**src/rtl/irq_controller.sv**
```systemverilog
// irq_controller: coprocessor-0 interrupt unit for the 5-stage MIPS core.
// Holds Status, Cause and EPC for N_IRQ channels. Each channel is level or
// rising-edge sensitive according to EDGE_MASK. The unit asks fetch to
// redirect to VECTOR and supplies the return PC for eret.
// Optional macro IRQ_SYNC_EN adds a 2-flop synchroniser ahead of the sample
// register. This makes the i_irq to pending latency 3 cycles instead of 1.
// o_state is a debug view of the FSM: 0 = RUN, 1 = HANDLER.
module irq_controller #(
    parameter int                N_IRQ     = 2,
    parameter int                PC_W      = 30,
    parameter logic [PC_W-1:0]   VECTOR    = 30'h34,
    parameter logic [N_IRQ-1:0]  EDGE_MASK = '0
) (
    input  logic              Clk,
    input  logic              Reset,
    input  logic [N_IRQ-1:0]  i_irq,
    input  logic              i_stall,
    input  logic [PC_W-1:0]   i_ret_pc,
    input  logic              i_epc_fix,
    input  logic              i_eret,
    input  logic              i_sw_we,
    input  logic [31:0]       i_sw_data,
    output logic              o_take,
    output logic [PC_W-1:0]   o_vector,
    output logic [PC_W-1:0]   o_epc,
    output logic [31:0]       o_status,
    output logic [31:0]       o_cause,
    output logic [N_IRQ-1:0]  o_pending,
    output logic              o_state
);

    typedef enum logic {RUN = 1'b0, HANDLER = 1'b1} state_t;

    state_t             state, state_next;
    logic [N_IRQ-1:0]   s_irq, s_irq_d;
    logic [N_IRQ-1:0]   edge_pend;
    logic [N_IRQ-1:0]   pending, elig, win_oh;
    logic               found;
    logic               ie;
    logic [N_IRQ-1:0]   im;
    logic [N_IRQ-1:0]   cause_ip;
    logic [PC_W-1:0]    epc;
    logic               take_d;

`ifdef IRQ_SYNC_EN
    logic [N_IRQ-1:0]   sync_1, sync_2;

    // Two-flop synchroniser followed by the sample register.
    always_ff @(posedge Clk) begin
        if (Reset) begin
            sync_1 <= '0;
            sync_2 <= '0;
            s_irq  <= '0;
        end else begin
            sync_1 <= i_irq;
            sync_2 <= sync_1;
            s_irq  <= sync_2;
        end
    end
`else
    // Single sample register for the raw requests.
    always_ff @(posedge Clk) begin
        if (Reset) s_irq <= '0;
        else       s_irq <= i_irq;
    end
`endif

    // Level channels follow s_irq directly. Edge channels use the latched bit.
    always_comb begin
        pending = (EDGE_MASK & edge_pend) | (~EDGE_MASK & s_irq);
        elig    = pending & im;
    end

    // Select the lowest-index eligible channel as a one-hot winner.
    always_comb begin
        win_oh = '0;
        found  = 1'b0;
        for (int i = 0; i < N_IRQ; i++) begin
            if (elig[i] && !found) begin
                win_oh[i] = 1'b1;
                found     = 1'b1;
            end
        end
    end

    // Edge pending bits are held through stalls and cleared when the channel
    // wins a take. A new rising edge in the same cycle keeps the bit set.
    always_ff @(posedge Clk) begin
        if (Reset) begin
            s_irq_d   <= '0;
            edge_pend <= '0;
        end else begin
            s_irq_d   <= s_irq;
            edge_pend <= EDGE_MASK &
                         ((edge_pend & ~(o_take ? win_oh : '0)) | (s_irq & ~s_irq_d));
        end
    end

    // FSM state register.
    always_ff @(posedge Clk) begin
        if (Reset) state <= RUN;
        else       state <= state_next;
    end

    // o_take is a single-cycle request to fetch, with no handshake. Fetch
    // redirects on any cycle where it is high, and the take commits on that
    // same clock edge. Only RUN can take an interrupt. eret returns from
    // HANDLER to RUN.
    always_comb begin
        state_next = state;
        o_take     = 1'b0;
        case (state)
            RUN: begin
                o_take = ie & (|elig) & ~i_stall & ~i_eret;
                if (o_take) state_next = HANDLER;
            end
            HANDLER: begin
                if (i_eret) state_next = RUN;
            end
            default: state_next = RUN;
        endcase
    end

    // Status, Cause and EPC update. A take forces IE to 0 and eret forces IE
    // to 1, overriding any IE bit written by mtc0 in the same cycle.
    always_ff @(posedge Clk) begin
        if (Reset) begin
            ie       <= 1'b0;
            im       <= '0;
            cause_ip <= '0;
            epc      <= '0;
            take_d   <= 1'b0;
        end else begin
            take_d <= o_take;
            if (i_sw_we) begin
                ie <= i_sw_data[0];
                im <= i_sw_data[8 +: N_IRQ];
            end
            if (o_take)      ie <= 1'b0;
            else if (i_eret) ie <= 1'b1;
            if (o_take) begin
                epc      <= i_ret_pc;
                cause_ip <= win_oh;
            end else if (take_d && i_epc_fix) begin
                epc <= i_ret_pc;
            end
        end
    end

    // Register views with undefined bits reading as zero.
    always_comb begin
        o_status              = '0;
        o_status[0]           = ie;
        o_status[8 +: N_IRQ]  = im;
        o_cause               = '0;
        o_cause[8 +: N_IRQ]   = cause_ip;
        o_vector              = VECTOR;
        o_epc                 = epc;
        o_pending             = pending;
        o_state               = (state == HANDLER);
    end

endmodule
```
**config.mk**
```make
export PLATFORM = sky130hd
export DESIGN_NAME = irq_controller
export DESIGN_NICKNAME = d
export VERILOG_FILES = /design/src/rtl/irq_controller.sv
export SDC_FILE = /design/constraint.sdc
export NUM_CORES = 1
export LEC_CHECK = 0
export BUFFER_PORTS_ARGS = -buffer_cell sky130_fd_sc_hd__buf_2
export CAP_MARGIN = 20
export CORE_MARGIN = 5
export CORE_UTILIZATION = 43
export CTS_BUF_LIST = sky130_fd_sc_hd__clkbuf_4
export CTS_CLUSTER_DIAMETER = 50
export DETAILED_ROUTE_END_ITERATION = 8
export PLACE_DENSITY = 0.89
export RECOVER_POWER = 100
export SYNTH_ARGS = -nofsm -noshare
export SYNTH_HDL_FRONTEND = slang
export SYNTH_SLANG_ARGS = --single-unit
```
**constraint.sdc**
```tcl
create_clock -name Clk -period 2 [get_ports Clk]
set_clock_uncertainty 0.05 [all_clocks]
set_input_delay 0.1 -clock Clk [delete_from_list [all_inputs] [get_ports Clk]]
set_output_delay 0.1 -clock Clk [all_outputs]
set_load 0.005 [all_outputs]
```
==> reports/qor.yml <==
outcome:
  status: "finished, final reports clean"
yosys:
  ys_ff_latch: 39
  ys_warn_count: 0
  synth_ff_type: "dfxtp_1"
  post_synth.cell_area_avg_um2: 9.29
  async_flop_share_pct: 0
  synth_cell_types: 22
  syn_inst: 255
  synth_edf_count: 0
  ys_seq_area_share_pct: 33.0
  syn-cell-area_um2: 2370
cells_and_area:
  fillers: 548
  num_antenna_cells: 0
  drive_gt1_share_pct: 15.3
  fin_nets: 436
  final_util_pct: 51.8
  multi_input_area_um2: 1170
  ff_latch_area_um2: 781
  design_area_um2: 2820
  syn2layout_area_growth_pct: 19.0
  fin_cells: 439
power:
  p_int_mw: 1.05
  seqPwrFrac_pct: 56.8
  p_clk_share_pct: 27.8
  p_per_area_nw_per_um2: 496
  netSwitchingFraction_pct: 25.3
  p_sw_mw: 0.354
  power_frac_comb_pct: 15.5
  leakagePower_nw: 1.48
  peakVddDrop_v: 0.000331
route:
  wl_um: 5050
  drt_iter0_drc: 30
  via_count: 1732
  vias_per_cell: 3.95
  wire_per_inst_um: 11.5
  drcViolationCount: 0
  detail-route-antenna-nets: 0
  firstDrtPassIters: 4
clock_tree:
  h-tree-depth: 2
  numCtsBuffers: 5
  cts_num_sinks: 39
  worstSkewPairLatency_ns: 0.33
  cts_root_buf: "clkbuf_4"
  tritoncts: "done"
  clockBufferDepth: 2
  clkTransAtPathRegs_ns: 0.12
global_route:
  grt_use_met2_pct: 25.4
  grt_overflow: 0
  grt_max_degree: 68
  grt_use_met1_pct: 12.6
  grt.busiest_layer: "met2"
  grt_pass1_wl_um: 7830
  grt_usage_pct: 13.4
  grt_pass1_vias: 1727
  met3_usage_pct: 5.89
  antenna_found_initial: 0
timing:
  hold_viol_final: 0
  fmax_ghz: 0.613
  post-route-period-util_pct: 81.6
  period_minus_slack_ns: 1.63
  slew_viol_final: 0
  setup_viol: 0
  slew_headroom_pct: 41.7
  tightestPinTransition_ns: 0.875
  setup_tns_ns: 0
  rsz0062_at_grt: "no"
floorplan:
  rows: 27
  die_x_um: 84.2
  dieArea_um2: 7090
  core_area_um2: 5440
  start_util_pct: 43.5
  die_h_um: 84.2
  io_pins: 198
critical_path:
  cp.arrival_ns: 1.83
  r2r-start: "im[1]"
  path_class: "flop to flop"
  rrSetupSlack_ns: 0.37
  rr_worst_depth: 4
  required_ns: 2.20
  rr_endpoint: "o_epc[20]"
  cp-startpoint: "im[1]"
  worstSetupStartpointType: "flop"
  path_max_fanout: 13
  end_kind: "flop"
placed_design:
  gp_congestion: 0.688
  dp_cells: 396
  port-buffer-count: 79
  post-dp-hpwl_um: 3510
  placed_area_um2: 2470
min_path:
  hold_path.class: "primary input to flop"
  hold-path-endpoint: "im[0]"
  min_path_cells: 3
  worstHoldStart: "i_sw_we"
job:
  cap_viol_max_count: 0
[through the flow]
step | hold WS, ns | setup slack, ns | power [mW]
6_report | 0.0352 | 0.368 | 1.40
5_1_grt | 0.0312 | 0.227 | 1.49
4_1_cts | 0.0253 | 0.445 | 1.42
3_5_place_dp | 0.268 | 0.551 | 0.970
3_3_place_gp | 0.262 | 0.613 | 0.967
2_1_floorplan | 0.178 | 0.731 | 1.04
[cell usage after synthesis, types with 2 or more instances]
cell type   n  area share (%)
a21oi_1     2            0.42
buf_4      90              29
buf_6       3             1.4
clkbuf_1    7             1.1
conb_1      2            0.32
dfxtp_1    39              33
mux2i_1    32              14
nand2_1     2            0.32
nand2b_1   61              16
nor2_1      3            0.48
nor2b_1     3            0.79
[sequential cells by signal (all words and copies together) (netlist names)]
register / flops
im: 2
o_pending: 2
take_d: 1
o_state: 1
o_epc: 30
ie: 1
cause_ip: 2
[per-layer routing]
metal,wire length (µm),vias to the layer above
li1,-,849
met1,1680,781
met3,616,6
met5,0,-
met2,2680,96
met4,75,0
[layout make-up]
cell class / count / area share (%)
multi-input combinational: 202 / 41.5
tap: 72 / 3.20
inverter: 1 / 0.133
timing repair buffer: 117 / 25.6
clock inverter: 2 / 0.266
clock buffer: 6 / 1.60
sequential: 39 / 27.7
[cell families (layout without fill, tap and decap cells)]
family	Yosys count	in the layout	share of synthesized area, %
compound gates	7	7	2.11
simple gates	74	74	19.9
buf+inv	101	126	31.2
mux	32	32	13.5
flops	39	39	33.0
other cells	2	89	0.317
[layout by cell type, fill, tap and decap left out, types with 3 or more instances in the layout]
master,count
nor2_1,3
nor2b_1,3
nand2b_1,61
mux2i_1,32
clkbuf_4,6
clkbuf_1,32
conb_1,89
dlygate4sd3_1,35
buf_2,46
dfxtp_1,39
[worst max-delay path, stage by stage (launching register included)]
cell      delay (ns)
dfxtp_1         0.37
a22o_1          0.23
a22oi_1         0.21
clkbuf_2        0.44
mux2i_1         0.25
[worst max path at each step]
stage | end | slack (ns) | depth (start not counted)
after global routing | o_epc[20] | 0.23 | 4
after detailed placement | o_epc[8] | 0.55 | 4
after floorplan | o_epc[0] | 0.73 | 4
after global placement | o_epc[8] | 0.61 | 4
after CTS | o_take | 0.44 | 4
final | o_epc[20] | 0.37 | 4
[power by group through the flow]
stage / sequential [mW] / clock [mW] / combinational [mW]
after floorplan: 0.811 / 0 / 0.228
after detailed placement: 0.812 / 0 / 0.159
after global routing: 0.797 / 0.450 / 0.242
after global placement: 0.811 / 0 / 0.156
after CTS: 0.794 / 0.419 / 0.211
final: 0.794 / 0.388 / 0.217
[timing repair]
item,4_1_cts,5_1_grt
resized for setup,0,0
hold endpoints to repair,35,0
hold buffers,35,0
buffers inserted,0,0
Power figures use the tool's default switching activity.
